[src/rtl/stage_fe_prefetch_pkg.sv]
// Shared constants for the prefetching fetch stage.
// Default widths match the core's instruction word and program-memory
// address widths, so an un-parametrised instance drops into the core.
package stage_fe_prefetch_pkg;

  localparam int INST_W_DEF      = 32;  // instruction width
  localparam int INST_ADDR_W_DEF = 10;  // program-memory word-address width
  localparam int DEPTH_DEF       = 4;   // prefetch FIFO entries

  // FIFO counter width for a given depth. The extra bit lets the
  // counter hold DEPTH itself, so "full" can be told apart from "empty".
  function automatic int cnt_width(input int depth);
    return $clog2(depth) + 1;
  endfunction

endpackage

[src/rtl/stage_fe_prefetch_if.sv]
// Program-memory read port and decode-side valid/ready handshake.
// master: the fetch stage. slave: program memory plus decode.
interface stage_fe_prefetch_if
  import stage_fe_prefetch_pkg::*;
#(
  parameter int INST_W = INST_W_DEF,
  parameter int ADDR_W = INST_ADDR_W_DEF
) ();

  // Program-memory side (synchronous read, data one cycle after strobe)
  logic              progmem_en;
  logic [ADDR_W-1:0] progmem_addr;
  logic [INST_W-1:0] progmem_data;

  // Decode side
  logic              out_valid;
  logic              out_ready;
  logic [INST_W-1:0] out_inst;
  logic [ADDR_W-1:0] out_pc;

  modport master (
    output progmem_en,
    output progmem_addr,
    input  progmem_data,
    output out_valid,
    input  out_ready,
    output out_inst,
    output out_pc
  );

  modport slave (
    input  progmem_en,
    input  progmem_addr,
    output progmem_data,
    input  out_valid,
    output out_ready,
    input  out_inst,
    input  out_pc
  );

endinterface

[src/rtl/stage_fe_prefetch_fetch_fifo.sv]
// Prefetch FIFO: synchronous, power-of-two depth, synchronous clear,
// asynchronous reset. Each entry is {pc, inst}. The head word is forced
// to zero while the FIFO is empty so the outputs read 0 after reset.
module fetch_fifo
  import stage_fe_prefetch_pkg::*;
#(
  parameter int DATA_W = INST_W_DEF + INST_ADDR_W_DEF,
  parameter int DEPTH  = DEPTH_DEF,
  localparam int PTR_W = $clog2(DEPTH),
  localparam int CNT_W = cnt_width(DEPTH)
) (
  input  logic              clk,
  input  logic              rst_n,
  input  logic              clear,
  input  logic              push,
  input  logic [DATA_W-1:0] push_data,
  input  logic              pop,
  output logic [DATA_W-1:0] pop_data,
  output logic [CNT_W-1:0]  count,
  output logic              empty,
  output logic              full
);

  logic [DATA_W-1:0] mem [DEPTH];
  logic [PTR_W-1:0]  wr_ptr;
  logic [PTR_W-1:0]  rd_ptr;
  logic              do_push;
  logic              do_pop;

  assign empty   = (count == '0);
  assign full    = (count == CNT_W'(DEPTH));
  assign do_push = push && !full;
  assign do_pop  = pop && !empty;

  // Head word; zero when empty so stale storage never reaches decode.
  assign pop_data = empty ? '0 : mem[rd_ptr];

  // Storage write.
  // NOTE: the storage array has no reset; every entry is written before
  // it can be read, and the empty-gated head hides uninitialised words.
  always_ff @(posedge clk) begin
    if (do_push && !clear) begin
      mem[wr_ptr] <= push_data;
    end
  end

  // Pointers and occupancy; clear wins over push and pop. Pointers are
  // PTR_W bits wide, so they wrap at DEPTH without extra logic.
  // NOTE: state registers use non-blocking assignments so every flop
  // samples pre-edge values regardless of statement order.
  always_ff @(posedge clk or negedge rst_n) begin
    if (!rst_n) begin
      wr_ptr <= '0;
      rd_ptr <= '0;
      count  <= '0;
    end else if (clear) begin
      wr_ptr <= '0;
      rd_ptr <= '0;
      count  <= '0;
    end else begin
      if (do_push) wr_ptr <= wr_ptr + PTR_W'(1);
      if (do_pop)  rd_ptr <= rd_ptr + PTR_W'(1);
      case ({do_push, do_pop})
        2'b10:   count <= count + CNT_W'(1);
        2'b01:   count <= count - CNT_W'(1);
        default: count <= count;
      endcase
    end
  end

endmodule

[src/rtl/stage_fe_prefetch.sv]
// Instruction-fetch stage with a prefetch buffer.
// Issues reads to a synchronous program memory whenever the FIFO has a
// free credit, captures the returning word one cycle later tagged with
// its PC, and presents the FIFO head to decode over valid/ready.
// A redirect flushes everything queued or in flight and restarts at an
// arbitrary target. DEPTH must be a power of two and at least 2; a
// depth of 3 or more is needed for one instruction per cycle.
module stage_fe_prefetch
  import stage_fe_prefetch_pkg::*;
#(
  parameter int              INST_W   = INST_W_DEF,
  parameter int              ADDR_W   = INST_ADDR_W_DEF,
  parameter int              DEPTH    = DEPTH_DEF,
  parameter logic [ADDR_W-1:0] RESET_PC = '0
) (
  input  logic                 clk,
  input  logic                 rst_n,
  input  logic                 en,
  input  logic                 redirect,
  input  logic [ADDR_W-1:0]    redirect_pc,
  stage_fe_prefetch_if.master  bus
);

  localparam int CNT_W   = cnt_width(DEPTH);
  localparam int ENTRY_W = ADDR_W + INST_W;

  logic [ADDR_W-1:0]  pc;
  logic [ADDR_W-1:0]  inflight_pc;
  logic               inflight;

  logic [CNT_W-1:0]   count;
  logic               empty;
  logic               full;
  logic [CNT_W:0]     credit_used;
  logic               credit_ok;

  logic               issue;
  logic               push;
  logic               pop;
  logic [ENTRY_W-1:0] head;

  // Credits: queued entries plus the read still in flight. A slot freed
  // by a pop this cycle is deliberately not counted, which keeps the
  // issue path independent of out_ready.
  always_comb begin
    credit_used = {1'b0, count} + (CNT_W + 1)'(inflight);
    credit_ok   = (credit_used < (CNT_W + 1)'(DEPTH)) && !full;
  end

  // Issue, capture and pop decisions; redirect suppresses all three.
  // rst_n is folded into issue so the strobe drops the moment reset is
  // asserted rather than at the next edge.
  always_comb begin
    issue = rst_n && en && !redirect && credit_ok;
    push  = inflight && !redirect;
    pop   = !empty && bus.out_ready && !redirect;
  end

  assign bus.progmem_en   = issue;
  assign bus.progmem_addr = pc;

  // PC and in-flight tracking; redirect has priority over issue.
  always_ff @(posedge clk or negedge rst_n) begin
    if (!rst_n) begin
      pc          <= RESET_PC;
      inflight    <= 1'b0;
      inflight_pc <= '0;
    end else if (redirect) begin
      pc       <= redirect_pc;
      inflight <= 1'b0;
    end else if (issue) begin
      pc          <= pc + ADDR_W'(1);
      inflight    <= 1'b1;
      inflight_pc <= pc;
    end else begin
      inflight <= 1'b0;
    end
  end

  fetch_fifo #(
    .DATA_W (ENTRY_W),
    .DEPTH  (DEPTH)
  ) u_fifo (
    .clk       (clk),
    .rst_n     (rst_n),
    .clear     (redirect),
    .push      (push),
    .push_data ({inflight_pc, bus.progmem_data}),
    .pop       (pop),
    .pop_data  (head),
    .count     (count),
    .empty     (empty),
    .full      (full)
  );

  assign bus.out_valid = !empty;
  assign bus.out_pc    = head[INST_W +: ADDR_W];
  assign bus.out_inst  = head[INST_W-1:0];

endmodule

[src/flat_wrapper.sv]
// flat-port wrapper written by rule: the top's interface ports become plain ports
module stage_fe_prefetch_flat import stage_fe_prefetch_pkg::*;
#(
  parameter int              INST_W   = INST_W_DEF,
  parameter int              ADDR_W   = INST_ADDR_W_DEF,
  parameter int              DEPTH    = DEPTH_DEF,
  parameter logic [ADDR_W-1:0] RESET_PC = '0
)
  (clk, rst_n, en, redirect, redirect_pc, bus_progmem_en, bus_progmem_addr, bus_progmem_data, bus_out_valid, bus_out_ready, bus_out_inst, bus_out_pc);
  stage_fe_prefetch_if #(.INST_W(INST_W), .ADDR_W(ADDR_W)) bus_i ();
  input  logic clk;
  input  logic rst_n;
  input  logic en;
  input  logic redirect;
  input  logic [ADDR_W-1:0] redirect_pc;
  output wire logic [$bits(bus_i.progmem_en)-1:0] bus_progmem_en;
  output wire logic [$bits(bus_i.progmem_addr)-1:0] bus_progmem_addr;
  input wire logic [$bits(bus_i.progmem_data)-1:0] bus_progmem_data;
  output wire logic [$bits(bus_i.out_valid)-1:0] bus_out_valid;
  input wire logic [$bits(bus_i.out_ready)-1:0] bus_out_ready;
  output wire logic [$bits(bus_i.out_inst)-1:0] bus_out_inst;
  output wire logic [$bits(bus_i.out_pc)-1:0] bus_out_pc;
  assign bus_progmem_en = bus_i.progmem_en;
  assign bus_progmem_addr = bus_i.progmem_addr;
  assign bus_i.progmem_data = bus_progmem_data;
  assign bus_out_valid = bus_i.out_valid;
  assign bus_i.out_ready = bus_out_ready;
  assign bus_out_inst = bus_i.out_inst;
  assign bus_out_pc = bus_i.out_pc;
  stage_fe_prefetch #(.INST_W(INST_W), .ADDR_W(ADDR_W), .DEPTH(DEPTH), .RESET_PC(RESET_PC)) u_core (.clk(clk), .rst_n(rst_n), .en(en), .redirect(redirect), .redirect_pc(redirect_pc), .bus(bus_i));
endmodule
[config.mk]
export PLATFORM = sky130hd
export DESIGN_NAME = stage_fe_prefetch_flat
export DESIGN_NICKNAME = d
export VERILOG_FILES = /design/src/rtl/stage_fe_prefetch_pkg.sv /design/src/rtl/stage_fe_prefetch_if.sv /design/src/rtl/stage_fe_prefetch_fetch_fifo.sv /design/src/rtl/stage_fe_prefetch.sv /design/src/flat_wrapper.sv
export SDC_FILE = /design/constraint.sdc
export NUM_CORES = 1
export LEC_CHECK = 0
export CAP_MARGIN = 20
export CORE_ASPECT_RATIO = 0.5
export CORE_MARGIN = 4
export CORE_UTILIZATION = 30
export CTS_BUF_LIST = sky130_fd_sc_hd__clkbuf_4
export DETAILED_ROUTE_END_ITERATION = 6
export PLACE_DENSITY = 0.52
export SYNTH_ARGS = -nofsm -noshare
export SYNTH_HDL_FRONTEND = slang
export SYNTH_SLANG_ARGS = --single-unit
[constraint.sdc]
create_clock -name clk -period 7.1 [get_ports clk]
set_input_delay 1.42 -clock clk [delete_from_list [all_inputs] [get_ports clk]]
set_output_delay 1.42 -clock clk [all_outputs]
set_load 0.05 [all_outputs]
==> flow_summary.yaml <==
timing:
  setup_viol: 0
  fin_skew_ns: 0.0312
  hold_viol: 0
  fin_crit_ns: 5.44
  setup_ws_ns: 1.66
  rsz0062_at_grt: "false"
  tns_ns: 0
  worst_pin_slew_ns: 0.745
  maxSlewViolCount: 0
  slew_headroom: 0.503
  fin_crit_sh: 0.766
  max_freq_ghz: 0.184
cells_and_area:
  drive_gt1_frac: 0.153
  area_growth_pct: 20.6
  multi_input_area_um2: 1960
  seq_area_um2: 5750
  final_area_um2: 9470
  fillers: 2413
  fin_nets: 598
cts:
  clk_path_buf_depth: 2
  clkSinkCount: 196
  clock_latency_ns: 0.56
  clk_transition_reported_paths_ns: 0.15
  holdBufCountCts: 0
  cts_max_level: 4
  post_cts_buffers: 0
  postCtsResizedCells: 0
  cts_tree: "done"
  clockRootBuffer: "clkbuf_4"
  cts_buffers: 17
detailed_routing:
  ant_nets: 0
  vias: 4114
  drt_pass1_iterations: 4
  wl_per_cell_um: 17.9
  via_per_inst: 4.56
  drc_errors: 0
  routed_wirelength_um: 16100
  drt-initial-drc-count: 295
power:
  pwr_density_cell_nw_per_um2: 226
  leakage_nw: 3.10
  ir_drop_mv: 0.0969
yosys:
  synth_compound_area_frac: 0.0336
  async_flop_share: 0.143
  syn-num-nets: 494
  yosysSeqAreaShare: 0.732
  yosys.area.top_type: "edfxtp_1"
  synth.area.top_cells: "edfxtp_1 64%, mux4_2 12%, dfrtp_1 8.9%"
  synth_top_family_by_area: "multiplexers"
  ys_ff_latch: 196
  synth_mux_area_frac: 0.122
  synthTopCellsByCount: "168 x edfxtp_1, 47 x and2_1, 42 x mux4_2"
  synth_top_area_frac: 0.643
  synth_flop_cell: "edfxtp_1"
  yosysUniqueCellTypes: 42
  syn_avg_cell_area_um2: 17.8
  synth_cells: 441
  syn_area_um2: 7850
  synth-warning-count: 0
  synth_xor_area_frac: 0.00781
  synth-adder-area-share: 0.0105
  synth_most_common_cell: "edfxtp_1"
  synth_edf_count: 168
  synthSimpleGateAreaFrac: 0.0749
critical_path:
  crit_type: "primary input to output pin"
  cp.required_ns: 5.68
  arrival_ns: 4.02
  critPathLaunchType: "primary input"
  r2r-start: "u_core.u_fifo.count[0]$_DFFE_PN0P_"
  cp_max_fo: 23
  cp-end-kind: "output pin"
  startpoint: "redirect"
  worstRegToRegCells: 9
min_path:
  hold_start: "u_core.inflight_pc[8]$_DFFE_PN0P_"
  hp-class: "flip-flop to flip-flop"
  worstHoldPathCells: 0
flow_run:
  drv_cap: 0
floorplanning:
  fp-row-count: 41
  die-area_um2: 29000
  die_h_um: 122
  core_area_um2: 25400
  initial_core_util: 0.308
  fp.dieW_um: 237
  io_pins: 101
grt:
  grt_pass1_vias: 4267
  grt_max_degree: 46
  grt_pass1_wl_um: 24900
  grt_usage: 0.113
  grt_overflow_total: 0
  antenna_found_initial: 1
placement:
  place.port_buffers: 100
  place_congestion: 0.766
  placed_cell_area_um2: 9250
  pre_cts_ws_ns: 1.66
  hpwlAfterDp_um: 9600
outcome:
  run_status: "completed"
## report_power, final
| group | internal [mW] | total [mW] | switching [mW] |
|---|---|---|---|
| Clock | 0.154 | 0.499 | 0.344 |
| Sequential | 1.29 | 1.33 | 0.0388 |
| Combinational | 0.129 | 0.317 | 0.188 |
| Total | 1.57 | 2.14 | 0.571 |
## kinds of logic (layout without fill, tap and decap cells)
kind of cell / after synthesis / count (layout)
multiplexers: 43 / 43
AO/OA/AOI/OAI: 40 / 40
adder cells (fa/ha/maj): 6 / 6
flip-flops: 196 / 196
XOR/XNOR: 7 / 7
buffers and inverters: 37 / 153
other: 0 / 1
AND/OR/NAND/NOR: 112 / 112
## metal layers
layer	share of wire	vias up	track usage
met5	0	-	0
met4	0.0097	0	0.0284
met3	0.024	9	0.0294
met2	0.50	40	0.186
met1	0.46	2159	0.151
li1	-	1906	-
## sequential cells by signal (all words and copies together) (netlist names)
name and count:
u_core.u_fifo.count 3, u_core.inflight_pc 10, u_core.bus.progmem_addr 10, u_core.u_fifo.wr_ptr 2, u_core.u_fifo.mem 168, u_core.inflight 1
u_core.u_fifo.rd_ptr 2
## final timing paths
path	endpoint	slack (ns)
worst max-delay path	bus_progmem_en	1.66
worst min-delay path	u_core.u_fifo.mem[2][40]$_DFFE_PP_	0.55
worst max register to register	u_core.u_fifo.count[2]$_DFFE_PN0P_	4.39
worst min register to register	u_core.u_fifo.mem[2][40]$_DFFE_PP_	0.55
max in group asynchronous	u_core.u_fifo.rd_ptr[1]$_DFFE_PN0P_	5.50
min in group asynchronous	u_core.bus.progmem_addr[1]$_DFFE_PN0P_	1.32
## area by class of cell
class	instances	share of cell area
sequential	196	0.607
multi-input combinational	208	0.207
timing repair buffer	109	0.113
tap	344	0.0455
clock buffer	23	0.0182
inverter	13	0.00516
clock inverter	8	0.00397
antenna	1	0.000264
## critical path, stage by stage
cell	delay [ns]
clkdlybuf4s50_1	0.40
buf_4	0.20
nand4bb_1	0.23
or2_1	0.52
inv_2	0.36
clkdlybuf4s50_1	0.87
## through the flow
| step | util | hold WS [ns] | total power [mW] | instances |
|---|---|---|---|---|
| final | 0.372 | 0.546 | 2.14 | 902 |
| after global routing | 0.372 | 0.584 | 2.25 | 902 |
| after CTS | 0.372 | 0.549 | 2.17 | 901 |
| after detailed placement | 0.364 | 0.523 | 1.68 | 870 |
| after global placement | 0.364 | 0.507 | 1.68 | 870 |
| after floorplan | - | 0.476 | 1.54 | 441 |
## cell usage in the layout, fill, tap and decap left out, types with 4 or more instances in the layout
cell type | Yosys | layout
clkbuf_4 | 0 | 23
mux4_2 | 42 | 42
a21oi_1 | 6 | 6
nand3_1 | 9 | 9
clkdlybuf4s50_1 | 0 | 100
buf_4 | 0 | 9
and2_1 | 47 | 43
edfxtp_1 | 168 | 168
o21ai_1 | 4 | 4
clkinv_1 | 0 | 5
inv_1 | 12 | 12
xnor2_1 | 4 | 4
nor2_1 | 8 | 8
o21ai_0 | 10 | 10
and2_2 | 0 | 4
dfrtp_1 | 28 | 26
nand2_1 | 34 | 34
ha_1 | 5 | 5
Power figures use the tool's default switching activity.
